`src/rtl/rs_alu_unit_if.sv`:
```
// Dispatch, CDB snoop and CDB broadcast signals of the MOV/ADD/JEQ reservation station.
// master = dispatcher/CDB side, slave = the station itself.
interface rs_alu_unit_if #(
  parameter int TAG_W = 15
);
  logic             disp_v;
  logic [3:0]       disp_op;
  logic             disp_a_busy;
  logic [TAG_W-1:0] disp_a_src;
  logic [15:0]      disp_a_val;
  logic             disp_b_busy;
  logic [TAG_W-1:0] disp_b_src;
  logic [15:0]      disp_b_val;
  logic             full;
  logic [TAG_W-1:0] free_tag;
  logic             cdb_in_v;
  logic [TAG_W-1:0] cdb_in_tag;
  logic [15:0]      cdb_in_val;
  logic             cdb_req;
  logic             cdb_gnt;
  logic [TAG_W-1:0] cdb_out_tag;
  logic [3:0]       cdb_out_op;
  logic [15:0]      cdb_out_val;

  modport master (
    output disp_v, disp_op, disp_a_busy, disp_a_src, disp_a_val,
           disp_b_busy, disp_b_src, disp_b_val,
           cdb_in_v, cdb_in_tag, cdb_in_val, cdb_gnt,
    input  full, free_tag, cdb_req, cdb_out_tag, cdb_out_op, cdb_out_val
  );

  modport slave (
    input  disp_v, disp_op, disp_a_busy, disp_a_src, disp_a_val,
           disp_b_busy, disp_b_src, disp_b_val,
           cdb_in_v, cdb_in_tag, cdb_in_val, cdb_gnt,
    output full, free_tag, cdb_req, cdb_out_tag, cdb_out_op, cdb_out_val
  );
endinterface

```
`src/rtl/rs_alu_unit.sv`:
```
// Reservation station + single ALU: captures operands from the CDB, issues the lowest ready
// entry into an issue register, then a result register that holds until the CDB grant.
module rs_alu_unit #(
  parameter int NUM_RS   = 4,
  parameter int TAG_W    = 15,
  parameter int BASE_TAG = 1
) (
  input logic          clk,
  input logic          rst_n,
  rs_alu_unit_if.slave io_bus
);

  localparam int IDX_W = (NUM_RS > 1) ? $clog2(NUM_RS) : 1;
  localparam logic [3:0] OP_MOV = 4'h1;
  localparam logic [3:0] OP_ADD = 4'h2;
  localparam logic [3:0] OP_JEQ = 4'h3;

  typedef enum logic [1:0] {
    ST_FREE  = 2'd0,
    ST_WAIT  = 2'd1,
    ST_READY = 2'd2,
    ST_EXEC  = 2'd3
  } st_e;

  typedef struct packed {
    logic [3:0]       op;
    logic             a_busy;
    logic [TAG_W-1:0] a_src;
    logic [15:0]      a_val;
    logic             b_busy;
    logic [TAG_W-1:0] b_src;
    logic [15:0]      b_val;
  } ent_t;

  st_e               r_st     [NUM_RS];
  st_e               w_st_nxt [NUM_RS];
  ent_t              r_ent    [NUM_RS];
  ent_t              w_new;

  logic [NUM_RS-1:0] w_snp_a;
  logic [NUM_RS-1:0] w_snp_b;
  logic              w_free_found;
  logic [IDX_W-1:0]  w_free_idx;
  logic              w_rdy_found;
  logic [IDX_W-1:0]  w_rdy_idx;
  logic              w_disp_acc;
  logic              w_a_hit;
  logic              w_b_hit;
  logic              w_grant;
  logic              w_alu_adv;
  logic              w_issue;

  logic              r_alu_v;
  logic [IDX_W-1:0]  r_alu_idx;
  logic [3:0]        r_alu_op;
  logic [15:0]       r_alu_a;
  logic [15:0]       r_alu_b;
  logic [15:0]       w_alu_val;

  logic              r_res_v;
  logic [IDX_W-1:0]  r_res_idx;
  logic [TAG_W-1:0]  r_res_tag;
  logic [3:0]        r_res_op;
  logic [15:0]       r_res_val;

  // An issue slot opens when the issue register is empty or drains into the result register.
  assign w_grant    = r_res_v && io_bus.cdb_gnt;
  assign w_alu_adv  = r_alu_v && (!r_res_v || w_grant);
  assign w_issue    = w_rdy_found && (!r_alu_v || w_alu_adv);
  assign w_disp_acc = io_bus.disp_v && w_free_found;

  // New entry image; a same-cycle CDB broadcast of a pending producer is taken directly.
  always_comb begin
    w_a_hit      = io_bus.disp_a_busy && io_bus.cdb_in_v && (io_bus.cdb_in_tag == io_bus.disp_a_src);
    w_b_hit      = io_bus.disp_b_busy && io_bus.cdb_in_v && (io_bus.cdb_in_tag == io_bus.disp_b_src);
    w_new        = '0;
    w_new.op     = io_bus.disp_op;
    w_new.a_busy = io_bus.disp_a_busy && !w_a_hit;
    w_new.a_src  = io_bus.disp_a_src;
    w_new.a_val  = w_a_hit ? io_bus.cdb_in_val : io_bus.disp_a_val;
    w_new.b_busy = (io_bus.disp_op != OP_MOV) && io_bus.disp_b_busy && !w_b_hit;
    w_new.b_src  = io_bus.disp_b_src;
    w_new.b_val  = w_b_hit ? io_bus.cdb_in_val : io_bus.disp_b_val;
  end

  always_comb begin
    w_snp_a = '0;
    w_snp_b = '0;
    for (int i = 0; i < NUM_RS; i++) begin
      w_snp_a[i] = (r_st[i] == ST_WAIT) && r_ent[i].a_busy && io_bus.cdb_in_v &&
                   (io_bus.cdb_in_tag == r_ent[i].a_src);
      w_snp_b[i] = (r_st[i] == ST_WAIT) && r_ent[i].b_busy && io_bus.cdb_in_v &&
                   (io_bus.cdb_in_tag == r_ent[i].b_src);
    end
  end

  always_ff @(posedge clk or negedge rst_n) begin
    if (!rst_n) begin
      for (int i = 0; i < NUM_RS; i++) r_st[i] <= ST_FREE;
    end else begin
      for (int i = 0; i < NUM_RS; i++) r_st[i] <= w_st_nxt[i];
    end
  end

  always_comb begin
    for (int i = 0; i < NUM_RS; i++) begin
      w_st_nxt[i] = r_st[i];
      case (r_st[i])
        ST_FREE: begin
          if (w_disp_acc && (w_free_idx == IDX_W'(i)))
            w_st_nxt[i] = (w_new.a_busy || w_new.b_busy) ? ST_WAIT : ST_READY;
        end
        ST_WAIT: begin
          if ((!r_ent[i].a_busy || w_snp_a[i]) && (!r_ent[i].b_busy || w_snp_b[i]))
            w_st_nxt[i] = ST_READY;
        end
        ST_READY: begin
          if (w_issue && (w_rdy_idx == IDX_W'(i)))
            w_st_nxt[i] = ST_EXEC;
        end
        ST_EXEC: begin
          if (w_grant && (r_res_idx == IDX_W'(i)))
            w_st_nxt[i] = ST_FREE;
        end
        default: w_st_nxt[i] = ST_FREE;
      endcase
    end
  end

  // Descending scan so the lowest matching index wins.
  always_comb begin
    w_free_found = 1'b0;
    w_free_idx   = '0;
    w_rdy_found  = 1'b0;
    w_rdy_idx    = '0;
    for (int i = NUM_RS - 1; i >= 0; i--) begin
      if (r_st[i] == ST_FREE) begin
        w_free_found = 1'b1;
        w_free_idx   = IDX_W'(i);
      end
      if (r_st[i] == ST_READY) begin
        w_rdy_found = 1'b1;
        w_rdy_idx   = IDX_W'(i);
      end
    end
  end

  always_ff @(posedge clk or negedge rst_n) begin
    if (!rst_n) begin
      for (int i = 0; i < NUM_RS; i++) r_ent[i] <= '0;
    end else begin
      for (int i = 0; i < NUM_RS; i++) begin
        if (w_disp_acc && (w_free_idx == IDX_W'(i))) begin
          r_ent[i] <= w_new;
        end else begin
          if (w_snp_a[i]) begin
            r_ent[i].a_busy <= 1'b0;
            r_ent[i].a_val  <= io_bus.cdb_in_val;
          end
          if (w_snp_b[i]) begin
            r_ent[i].b_busy <= 1'b0;
            r_ent[i].b_val  <= io_bus.cdb_in_val;
          end
        end
      end
    end
  end

  always_comb begin
    w_alu_val = '0;
    case (r_alu_op)
      OP_MOV:  w_alu_val = r_alu_a;
      OP_ADD:  w_alu_val = r_alu_a + r_alu_b;
      OP_JEQ:  w_alu_val = {15'd0, (r_alu_a == r_alu_b)};
      default: w_alu_val = '0;
    endcase
  end

  always_ff @(posedge clk or negedge rst_n) begin
    if (!rst_n) begin
      r_alu_v   <= 1'b0;
      r_alu_idx <= '0;
      r_alu_op  <= '0;
      r_alu_a   <= '0;
      r_alu_b   <= '0;
      r_res_v   <= 1'b0;
      r_res_idx <= '0;
      r_res_tag <= '0;
      r_res_op  <= '0;
      r_res_val <= '0;
    end else begin
      if (w_issue) begin
        r_alu_v   <= 1'b1;
        r_alu_idx <= w_rdy_idx;
        r_alu_op  <= r_ent[w_rdy_idx].op;
        r_alu_a   <= r_ent[w_rdy_idx].a_val;
        r_alu_b   <= r_ent[w_rdy_idx].b_val;
      end else if (w_alu_adv) begin
        r_alu_v <= 1'b0;
      end
      // Result fields only change on load, so they stay stable while waiting for a grant.
      if (w_alu_adv) begin
        r_res_v   <= 1'b1;
        r_res_idx <= r_alu_idx;
        r_res_tag <= TAG_W'(BASE_TAG) + TAG_W'(r_alu_idx);
        r_res_op  <= r_alu_op;
        r_res_val <= w_alu_val;
      end else if (w_grant) begin
        r_res_v <= 1'b0;
      end
    end
  end

  assign io_bus.full        = !w_free_found;
  assign io_bus.free_tag    = TAG_W'(BASE_TAG) + TAG_W'(w_free_idx);
  assign io_bus.cdb_req     = r_res_v;
  assign io_bus.cdb_out_tag = r_res_tag;
  assign io_bus.cdb_out_op  = r_res_op;
  assign io_bus.cdb_out_val = r_res_val;

endmodule

```
`src/flat_wrapper.sv`:
```
// flat-port wrapper written by rule: the top's interface ports become plain ports
module rs_alu_unit_flat 
#(
  parameter int NUM_RS   = 4,
  parameter int TAG_W    = 15,
  parameter int BASE_TAG = 1
)
  (clk, rst_n, io_bus_disp_v, io_bus_disp_op, io_bus_disp_a_busy, io_bus_disp_a_src, io_bus_disp_a_val, io_bus_disp_b_busy, io_bus_disp_b_src, io_bus_disp_b_val, io_bus_cdb_in_v, io_bus_cdb_in_tag, io_bus_cdb_in_val, io_bus_cdb_gnt, io_bus_full, io_bus_free_tag, io_bus_cdb_req, io_bus_cdb_out_tag, io_bus_cdb_out_op, io_bus_cdb_out_val);
  rs_alu_unit_if #(.TAG_W(TAG_W)) io_bus_i ();
  input logic clk;
  input logic rst_n;
  input wire logic [$bits(io_bus_i.disp_v)-1:0] io_bus_disp_v;
  input wire logic [$bits(io_bus_i.disp_op)-1:0] io_bus_disp_op;
  input wire logic [$bits(io_bus_i.disp_a_busy)-1:0] io_bus_disp_a_busy;
  input wire logic [$bits(io_bus_i.disp_a_src)-1:0] io_bus_disp_a_src;
  input wire logic [$bits(io_bus_i.disp_a_val)-1:0] io_bus_disp_a_val;
  input wire logic [$bits(io_bus_i.disp_b_busy)-1:0] io_bus_disp_b_busy;
  input wire logic [$bits(io_bus_i.disp_b_src)-1:0] io_bus_disp_b_src;
  input wire logic [$bits(io_bus_i.disp_b_val)-1:0] io_bus_disp_b_val;
  input wire logic [$bits(io_bus_i.cdb_in_v)-1:0] io_bus_cdb_in_v;
  input wire logic [$bits(io_bus_i.cdb_in_tag)-1:0] io_bus_cdb_in_tag;
  input wire logic [$bits(io_bus_i.cdb_in_val)-1:0] io_bus_cdb_in_val;
  input wire logic [$bits(io_bus_i.cdb_gnt)-1:0] io_bus_cdb_gnt;
  output wire logic [$bits(io_bus_i.full)-1:0] io_bus_full;
  output wire logic [$bits(io_bus_i.free_tag)-1:0] io_bus_free_tag;
  output wire logic [$bits(io_bus_i.cdb_req)-1:0] io_bus_cdb_req;
  output wire logic [$bits(io_bus_i.cdb_out_tag)-1:0] io_bus_cdb_out_tag;
  output wire logic [$bits(io_bus_i.cdb_out_op)-1:0] io_bus_cdb_out_op;
  output wire logic [$bits(io_bus_i.cdb_out_val)-1:0] io_bus_cdb_out_val;
  assign io_bus_i.disp_v = io_bus_disp_v;
  assign io_bus_i.disp_op = io_bus_disp_op;
  assign io_bus_i.disp_a_busy = io_bus_disp_a_busy;
  assign io_bus_i.disp_a_src = io_bus_disp_a_src;
  assign io_bus_i.disp_a_val = io_bus_disp_a_val;
  assign io_bus_i.disp_b_busy = io_bus_disp_b_busy;
  assign io_bus_i.disp_b_src = io_bus_disp_b_src;
  assign io_bus_i.disp_b_val = io_bus_disp_b_val;
  assign io_bus_i.cdb_in_v = io_bus_cdb_in_v;
  assign io_bus_i.cdb_in_tag = io_bus_cdb_in_tag;
  assign io_bus_i.cdb_in_val = io_bus_cdb_in_val;
  assign io_bus_i.cdb_gnt = io_bus_cdb_gnt;
  assign io_bus_full = io_bus_i.full;
  assign io_bus_free_tag = io_bus_i.free_tag;
  assign io_bus_cdb_req = io_bus_i.cdb_req;
  assign io_bus_cdb_out_tag = io_bus_i.cdb_out_tag;
  assign io_bus_cdb_out_op = io_bus_i.cdb_out_op;
  assign io_bus_cdb_out_val = io_bus_i.cdb_out_val;
  rs_alu_unit #(.NUM_RS(NUM_RS), .TAG_W(TAG_W), .BASE_TAG(BASE_TAG)) u_core (.clk(clk), .rst_n(rst_n), .io_bus(io_bus_i));
endmodule
```
`config.mk`:
```
export PLATFORM = sky130hd
export DESIGN_NAME = rs_alu_unit_flat
export DESIGN_NICKNAME = d
export VERILOG_FILES = /design/src/rtl/rs_alu_unit_if.sv /design/src/rtl/rs_alu_unit.sv /design/src/flat_wrapper.sv
export SDC_FILE = /design/constraint.sdc
export NUM_CORES = 1
export LEC_CHECK = 0
export CAP_MARGIN = 20
export CORE_UTILIZATION = 49
export CTS_CLUSTER_SIZE = 10
export DETAILED_ROUTE_END_ITERATION = 8
export GPL_ROUTABILITY_DRIVEN = 0
export PLACE_DENSITY = 0.68
export REMOVE_ABC_BUFFERS = 1
export SLEW_MARGIN = 15
export SYNTH_ARGS = -nofsm -noshare
export SYNTH_HDL_FRONTEND = slang
export SYNTH_SLANG_ARGS = --single-unit
```
`constraint.sdc`:
```
create_clock -name clk -period 2.8 [get_ports clk]
set_input_delay 0.28 -clock clk [delete_from_list [all_inputs] [get_ports clk]]
set_output_delay 0.28 -clock clk [all_outputs]
set_load 0.02 [all_outputs]
```
==> results of run 1 <==
[sequential cells by signal, summed over array words and instances, names as in the netlist]
signal	cells
u_core.r_alu_a	16
u_core.r_alu_v	1
u_core.r_alu_op	4
u_core.r_res_idx	2
u_core.r_ent	272
u_core.io_bus.cdb_out_op	4
u_core.io_bus.cdb_out_tag	3
u_core.io_bus.cdb_out_val	16
u_core.io_bus.cdb_req	1
u_core.r_alu_b	16
u_core.r_st	8
u_core.r_alu_idx	2
[synthesized netlist by cell type (all sizes together), types with 11 or more instances]
master / n / area, um2
a21oi: 17 / 92.6
a22oi: 126 / 946
and2: 12 / 77.6
buf: 78 / 452
clkbuf: 48 / 181
dfrtp: 345 / 8630
ha: 37 / 463
inv: 20 / 75.1
mux2: 183 / 2060
mux2i: 11 / 110
mux4: 36 / 811
nand2: 270 / 1010
nand3: 20 / 100
nand4: 14 / 87.6
nor2: 56 / 210
nor4: 43 / 284
o21ai: 39 / 195
o22ai: 16 / 100
xnor2: 36 / 315
xor2: 128 / 1120
[routing by layer]
| layer | vias to the layer above | GRT usage | routed length (um) |
|---|---|---|---|
| met1 | 6622 | 0.337 | 19600 |
| li1 | 6005 | - | - |
| met3 | 124 | 0.0393 | 3400 |
| met5 | - | 0 | 0 |
| met2 | 572 | 0.467 | 24600 |
| met4 | 0 | 0.145 | 2570 |
[power groups by stage]
stage / Combinational [W] / Clock, W / Sequential, W
after floorplan: 0.00781 / 0 / 0.00855
after global routing: 0.0127 / 0.00499 / 0.00916
final: 0.0117 / 0.00475 / 0.00893
after global placement: 0.0114 / 0 / 0.00883
after detailed placement: 0.0117 / 0 / 0.00894
after CTS: 0.0118 / 0.00485 / 0.00889
[cell families after synthesis]
family	count (synthesis)	share of synthesized area
buf+inv	146	0.0396
simple gates	453	0.114
xor+xnor	164	0.0803
other cells	1	0.000210
flops	345	0.483
mux	230	0.167
compound gates	230	0.0891
fa+ha+maj	38	0.0270
[layout make-up]
type / instances / area [um2]
Sequential cell: 345 / 8630
Fill cell: 2847 / 14000
Clock inverter: 3 / 21.3
Multi-Input combinational cell: 1139 / 8660
Timing Repair Buffer: 250 / 2660
Inverter: 20 / 75.1
Clock buffer: 48 / 1110
Tap cell: 461 / 577
[through the flow]
| step | setup WS [ns] | utilization | instances | total power (W) |
|---|---|---|---|---|
| after floorplan | -1.82 | - | 1504 | 0.0164 |
| after global placement | -0.0395 | 0.576 | 2214 | 0.0202 |
| after detailed placement | -0.149 | 0.576 | 2214 | 0.0207 |
| after CTS | 0.0678 | 0.608 | 2266 | 0.0255 |
| after global routing | 0.00923 | 0.608 | 2266 | 0.0269 |
| final | 0.135 | 0.608 | 2266 | 0.0254 |
[path summary, 6_finish.rpt]
path	endpoint	slack [ns]	depth (start not counted)
setup / recovery	u_core.r_st[0]	0.14	9
hold / removal	u_core.io_bus.cdb_out_tag[0]	0.33	2
setup reg to reg	u_core.r_st[0]	0.14	9
hold reg to reg	u_core.r_ent[168]	0.49	2
max in group asynchronous	u_core.io_bus.cdb_out_val[12]	1.57	3
min in group clk	u_core.r_ent[107]	0.47	3
[what timing repair did]
item                                    4_1_cts  5_1_grt
resized for setup                             3        6
cloned                                        0        0
endpoints found under the setup margin        9       36
hold buffers                                  1        0
pin swaps                                     0        1
endpoints found under the hold margin        71        0
==> results.tsv, run 1 <==
stage	metric	value	unit
run_status	outcome	finished, violations left	
run_status	failing checks	DRC	
sta	fmax	375	MHz
route	vias post-DR	13300	
clock_network	Sink Count	345	
sta	clk_skew	0.0163	ns
clock_network	H-tree depth	2	
place	Post-DP Area	0.0206	mm2
final_layout	area delta synth->final	21.6	%
place	port bufs	131	
power	Sw Pwr	0.00931	W
clock_network	Num CTS Buffers	41	
final_layout	post-route cell area	0.0217	mm2
worst_setup_path	element type at the critical path start	register	
min_path	min-delay worst type	primary input to async pin	
route	starting DRC count in detailed routing	935	
global_route	Total Routing Usage GR	0.274	
power	P per Cell Area	1170	mW/mm2
sta	worst hold slack	0.329	ns
final_layout	Final nets	1939	
worst_setup_path	Worst Path Required	3.23	ns
sta	RSZ-0062 raised after global routing	false	
logic_synthesis	Syn Area/Cell	11.1	um2
worst_setup_path	crit path buf inv count	1	
die	Die ar.	0.0373	mm2
route	Post-Route WL	50200	um
die	Core Box Area	0.0357	mm2
sta	Setup TNS Final	0	ns
worst_setup_path	arrival time at the worst endpoint	3.09	ns
logic_synthesis	post-synth cell types	66	
clock_network	TritonCTS clock tree	yes	
power	share of power burned in registers	0.352	
global_route	first-pass GRT wire length	77200	um
clock_network	post-CTS setup buffer count	0	
route	# DRC	33	
flow_run	MaxCap Viol Count	0	
sta	Hold Vio Cnt, Final	0	
power	Sw Ratio	0.367	
route	Via density	5.88	
logic_synthesis	Seq/Total Area, Yosys	0.483	
worst_setup_path	critical path cell sequence	inv_1 > ha_1 > nand3_1 > or4_1 > nor4_1 > nand2b_1 > nand2_1 > a21boi_1 > mux2_2	
route	drt pass-1 iters	8	
clock_network	clk slew on worst S/H paths	0.05	ns
final_layout	most common cell after layout, fill and taps aside	dfrtp_1	
die	Die Ht	193	um
die	Rows	69	
sta	worst rel slew slack	0.557	
sta	Worst Max-Slew Pin Slew	0.665	ns
global_route	antenna violations before repair	0	
power	Clock power frac	0.187	
power	internal power	0.0161	W
worst_setup_path	CP top delay family	simple AND/OR/NAND/NOR gates	
die	I/O pins	156	
sta	max-slew violation count	0	
global_route	number of global-route vias before repair	13800	
logic_synthesis	Netlist Area Pre-Place	0.0179	mm2
power	worst vdd ir	0.637	mV
power	LEAKAGE	9.81	nW
die	Initial Util	0.500	
logic_synthesis	synth warn	0	
logic_synthesis	Most used DFF post-synth	dfrtp_1	
logic_synthesis	ys async rst share	1.00	
logic_synthesis	EDFF count, synth	0	
sta	fin crit share	0.952	
logic_synthesis	flops & latches, synth	345	
route	wire per inst	22.1	um
sta	Period minus WS final	2.66	ns
worst_setup_path	max incr delay on CP	0.47	ns
route	antenna-violating nets left	0	
worst_setup_path	critical path class	register to register	
worst_setup_path	Critical Path Start	u_core.r_st[1]	
place	Detailed Place HPWL	34600	um
clock_network	clk buf depth	3	
global_route	grt total ovfl	0	
logic_synthesis	synthesized instance count	1607	
final_layout	most frequent cells in the layout	dfrtp_1 (345), nand2_1 (266), mux2_2 (183), xor2_1 (128), clkdlybuf4s50_1 (127)	
worst_setup_path	worst r2r src	u_core.r_st[1]	
clock_network	Root Buffer	clkbuf_16	
global_route	largest net degree at the start of global routing	79	
power	Comb power frac	0.461	
final_layout	fraction of layout cells with a size suffix above 1	0.225	
worst_setup_path	Critical Path Sink Type	register	
worst_setup_path	worst-path fanout max	4	
worst_setup_path	CP max stage cell	nor4_1	
die	die width	193	um
clock_network	worst skew pair latency	0.54	ns
sta	Setup violations, final	0	
final_layout	Antenna Cells	0	
Power figures use the tool's default switching activity.
==> run 2: changes to the inputs <==
- ABC_AREA: not set -> 0
- GPL_TIMING_DRIVEN: not set -> 0
==> results.tsv, run 2 (same netlist as run 1, synthesis figures left out) <==
stage	metric	value	unit	change
sta	Worst Max-Slew Pin Slew	0.962	ns	+0.297 ns
sta	Period minus WS final	2.70	ns	+0.0336 ns
worst_setup_path	worst-path fanout max	7		+3
min_path	min-delay worst type	primary input to async pin		
sta	fin crit share	0.964		+0.0120
route	wire per inst	22.1	um	-0.40%
clock_network	H-tree depth	2		unchanged
final_layout	Largest register FFs	272		unchanged
sta	Hold Vio Cnt, Final	0		unchanged
global_route	grt total ovfl	0		unchanged
final_layout	Antenna Cells	0		unchanged
sta	clk_skew	0.0260	ns	+0.00973 ns
final_layout	Final nets	1866		-3.8%
final_layout	Multi-input gate area	0.00891	mm2	+2.9%
clock_network	TritonCTS clock tree	yes		
route	Post-Route WL	48500	um	-3.3%
sta	Setup violations, final	0		unchanged
place	Detailed Place HPWL	33400	um	-3.3%
global_route	antenna violations before repair	1		+1
route	starting DRC count in detailed routing	1060		+13%
final_layout	post-layout util	0.596		-0.0120
die	die width	193	um	unchanged
sta	worst rel slew slack	0.358		-0.198
route	Via density	5.99		+1.8%
global_route	number of global-route vias before repair	13100		-5.2%
clock_network	clk slew on worst S/H paths	0.06	ns	about the same
route	# DRC	15		-55%
final_layout	fraction of layout cells with a size suffix above 1	0.217		-0.00801
place	port bufs	131		unchanged
final_layout	fin cells	2199		-3.0%
power	P per Cell Area	1190	mW/mm2	+1.5%
route	antenna-violating nets left	0		unchanged
die	Rows	69		unchanged
route	vias post-DR	13200		-1.2%
clock_network	Num CTS Buffers	41		unchanged
worst_setup_path	Worst Path Required	2.52	ns	-0.71 ns
power	worst vdd ir	0.660	mV	+3.5%
worst_setup_path	Critical Path Sink Type	output pin		
clock_network	Root Buffer	clkbuf_16		
global_route	Total Routing Usage GR	0.263		-0.0108
die	Die Ht	193	um	unchanged
die	I/O pins	156		unchanged
final_layout	register area	0.00863	mm2	unchanged
place	Post-Place Cells	2126		-4.0%
final_layout	fillers	2968		+4.3%
final_layout	Biggest register	u_core.r_ent		
run_status	failing checks	DRC		
clock_network	clk buf depth	3		unchanged
global_route	first-pass GRT wire length	74300	um	-3.7%
sta	fmax	371	MHz	-1.2%
place	Post-DP Area	0.0198	mm2	-3.8%
power	LEAKAGE	9.57	nW	-2.4%
final_layout	area delta synth->final	19.2	%	
clock_network	worst skew pair latency	0.56	ns	+0.02 ns
die	Core Box Area	0.0357	mm2	unchanged
run_status	outcome	finished, violations left		
final_layout	post-route cell area	0.0213	mm2	-2.0%
worst_setup_path	arrival time at the worst endpoint	2.42	ns	-0.67 ns
worst_setup_path	critical path class	register to output pin		
sta	max-slew violation count	0		unchanged
die	Initial Util	0.500		unchanged
global_route	largest net degree at the start of global routing	89		+13%
flow_run	MaxCap Viol Count	0		unchanged
worst_setup_path	element type at the critical path start	register		
final_layout	most common cell after layout, fill and taps aside	dfrtp_1		
final_layout	most frequent cells in the layout	dfrtp_1 (345), nand2_1 (265), mux2_2 (183), xor2_1 (128), a22oi_1 (126)		
clock_network	Sink Count	345		unchanged
route	drt pass-1 iters	8		unchanged
die	Die ar.	0.0373	mm2	unchanged
run 2: timing repair:
item,CTS,global route
resized for setup,36,35
setup endpoints to repair,139,156
setup buffers,2,12
endpoints found under the hold margin,55,0
cloned,0,1
pin swaps,1,6
hold buffers,1,0
run 2: critical path: stages, from the launching register on:
cell	delay, ns
dfrtp_1	0.40
inv_1	0.09
ha_2	0.25
nor4_2	0.45
clkdlybuf4s50_1	0.69
run 2: where the power goes:
group | leakage (nW) | internal (W) | switching [W]
registers | 4.27 | 0.00735 | 0.00153
logic | 4.75 | 0.00592 | 0.00573
clock network | 0.551 | 0.00271 | 0.00202
run 2: stage by stage:
stage                     TNS (ns)  hold WS, ns  setup slack, ns  total power (W)
after floorplan            -227.63      -0.0156            -1.82           0.0164
after global placement    -5282.47        0.469           -13.90           0.0186
after detailed placement    -91.33        0.257           -0.917           0.0201
after CTS                    -2.45        0.267           -0.141           0.0250
after global routing        -0.268        0.315          -0.0385           0.0268
final                            0        0.271            0.102           0.0253
run 2: path summary, 6_finish.rpt:
| kind | start | to | slack, ns | cells after the start |
|---|---|---|---|---|
| setup / recovery | u_core.r_st[4] | io_bus_full | 0.10 | 4 |
| hold reg to reg | u_core.io_bus.cdb_out_val[5] | u_core.io_bus.cdb_out_val[5] | 0.49 | 2 |
| max in group asynchronous | rst_n | u_core.r_ent[198] | 1.39 | 4 |
| min in group clk | io_bus_disp_a_val[7] | u_core.r_ent[39] | 0.45 | 3 |
| hold / removal | rst_n | u_core.r_ent[7] | 0.27 | 2 |
| setup reg to reg | u_core.r_st[4] | u_core.r_ent[112] | 0.11 | 12 |
run 2: area by class of cell:
type                            instances  area share
Multi-Input combinational cell       1139       0.418
Timing Repair Buffer                  177      0.0931
Clock inverter                          3     0.00176
Inverter                               20     0.00352
Tap cell                              461      0.0271
Sequential cell                       345       0.405
Clock buffer                           54      0.0514
run 2: routing by layer:
layer / vias up / global-route usage / wire length (um)
li1: 5868 / - / -
met1: 6576 / 0.346 / 19600
met2: 595 / 0.427 / 23200
met3: 128 / 0.0400 / 3490
met4: 0 / 0.126 / 2170
met5: - / 0 / 0
==> variant (config.mk and constraints of run 2) <==
`NUM_RS` is set to 4 in 2 places; all go to 2.
--- a/src/rtl/rs_alu_unit.sv
+++ b/src/rtl/rs_alu_unit.sv
@@ -3,3 +3,3 @@
 module rs_alu_unit #(
-  parameter int NUM_RS   = 4,
+  parameter int NUM_RS   = 2,
   parameter int TAG_W    = 15,
--- a/src/flat_wrapper.sv
+++ b/src/flat_wrapper.sv
@@ -3,3 +3,3 @@
 #(
-  parameter int NUM_RS   = 4,
+  parameter int NUM_RS   = 2,
   parameter int TAG_W    = 15,
Check against the original RTL: not equivalent (a bounded check fails within 4 cycles, from zero or initial values and one cycle with rst_n low).
==> variant against run 2 <==
  * Sequential cell count decreased by 144
  * Routed wire length decreased by 45%
  * Total power decreased by 58%
  * Clock skew decreased by 0.013 ns
  * Worst setup slack improved by 0.080 ns
  * Fmax increased by 3.0%
  * Critical path depth increased by 4
  * Global-route usage decreased by 1.4 points
  * Cell area decreased by 40%
  * Clock power decreased by 43%
  * Area after synthesis decreased by 41%
  * Sequential power decreased by 52%
  * Die area decreased by 40%
  * Combinational power decreased by 68%
==> variant: results (changes against run 2) <==
The number of global-route vias before repair came out at 8029 (was 13100). The number of buffers added by the clock tree synthesis step is 24 (was 41). The number of inserted filler cells in the final layout came out at 1846 (was 2968). The worst setup slack before clock tree synthesis is -0.605 ns (was -0.917 ns). Synth top area cells: dfrtp_1 48%, nand2_1 11%, a22oi_1 5.5% (was dfrtp_1 48%, mux2_2 12%, xor2_1 6.3%). The share of post-route cells with drive strength above 1 is 0.0864 (was 0.217). The top fanout value on the critical path is 16 (was 7). The total detailed-routing wirelength was 26900 microns (was 48500 microns).

The total area of sequential cells is 5030 sq um (was 8630 sq um). The proportion of synthesized chip area in sequential cells is 0.475 (was 0.483). The half-perimeter wire length after detailed placement is 19500 microns (was 33400 microns).

The number of violations reported at the end of detailed-routing iteration 0 is 515 (was 1060). The final net count came out at 1327 (was 1866). Run status: finished, final reports clean (was complete, but fails checks). The total instance count after detailed placement is 1447 (was 2126). The fraction of the mapped netlist area in compound gates came out at 0.111 (was 0.0891). The post-route clock skew is 0.0131 ns (was 0.0260 ns). The flip-flop count of the largest register, all copies and words added came out at 136 (was 272). The number of non-filler instances in the completed layout is 1482 (was 2199). The share of synthesized cell area in full adder, half adder and majority cells was 0.0291 (was 0.0270).

The cell count after synthesis was 1095 (was 1607). The post-placement cell area came out at 12100 sq um (was 19800 sq um). The pin count of the biggest net entering global routing came out at 103 (was 89). The leakage power is 5.90 nW (was 9.57 nW). The initial antenna violation count is 4 (was 1). The average via count per standard cell came out at 5.51 (was 5.99). The worst-margin pin slew is 1.00 ns (was 0.962 ns).
## variant: changes by cell type after synthesis, moves of 13 or more
cell | before | now
a22oi_1 | 126 | 77
o21ai_0 | 33 | 57
dfrtp_1 | 345 | 201
o22ai_1 | 16 | 0
ha_1 | 37 | 23
buf_1 | 18 | 5
nand2_1 | 270 | 298
mux2_2 | 183 | 39
nor4_1 | 42 | 23
mux4_2 | 36 | 0
mux2i_1 | 11 | 44
nor2_1 | 56 | 17
buf_2 | 31 | 6
xor2_1 | 128 | 65
## variant: critical path, cell delays in order, from the launching register on
cell and delay (ns):
dfrtp_1 0.40, inv_1 0.12, ha_1 0.22, nand3_1 0.19, nor4_1 0.46, nand4_1 0.37
and2_2 0.45, a22oi_1 0.21, nand2_1 0.07
## variant: final timing paths
path | start | end | slack, ns | cells past startpoint
hold / removal | io_bus_disp_op[1] | u_core.r_ent[65]$_DFFE_PN0P_ | 0.36 | 3
min in group asynchronous | rst_n | u_core.io_bus.cdb_out_val[12]$_DFFE_PN0P_ | 0.39 | 2
hold reg to reg | u_core.r_ent[64]$_DFFE_PN0P_ | u_core.r_ent[64]$_DFFE_PN0P_ | 0.47 | 2
setup / recovery | u_core.r_st[1]$_DFFE_PN0P_ | u_core.r_ent[40]$_DFFE_PN0P_ | 0.18 | 8
max in group asynchronous | rst_n | u_core.r_ent[48]$_DFFE_PN0P_ | 1.42 | 3
setup reg to reg | u_core.r_st[1]$_DFFE_PN0P_ | u_core.r_ent[40]$_DFFE_PN0P_ | 0.18 | 8
## variant: power groups by stage
| stage | clock network [mW] | registers [mW] | logic [mW] |
|---|---|---|---|
| floorplan | 0 | 4.27 | 2.35 |
| global placement | 0 | 4.30 | 3.50 |
| detailed placement | 0 | 4.33 | 3.67 |
| CTS | 2.75 | 4.28 | 3.69 |
| global route | 2.87 | 4.39 | 4.11 |
| finish | 2.69 | 4.29 | 3.70 |
## variant: area by class of cell
| type | count | area share |
|---|---|---|
| Antenna cell | 3 | 0.000586 |
| Timing Repair Buffer | 139 | 0.118 |
| Clock inverter | 2 | 0.00166 |
| Clock buffer | 29 | 0.0491 |
| Sequential cell | 201 | 0.393 |
| Inverter | 10 | 0.00293 |
| Tap cell | 275 | 0.0269 |
| Multi-Input combinational cell | 823 | 0.409 |
## variant: routing by layer
metal  up-vias  GRT usage  share of wire
li1       3937          -              -
met1      3958      0.320           0.43
met2       216      0.429           0.49
met3        55     0.0370          0.045
met4         4     0.0842          0.031
met5         -          0        0.00093
## variant: what timing repair did
action | CTS | global route
hold buffers | 1 | 0
endpoints found under the hold margin | 99 | 0
setup endpoints to repair | 34 | 7
gates resized for setup | 5 | 4
pin swaps | 0 | 1
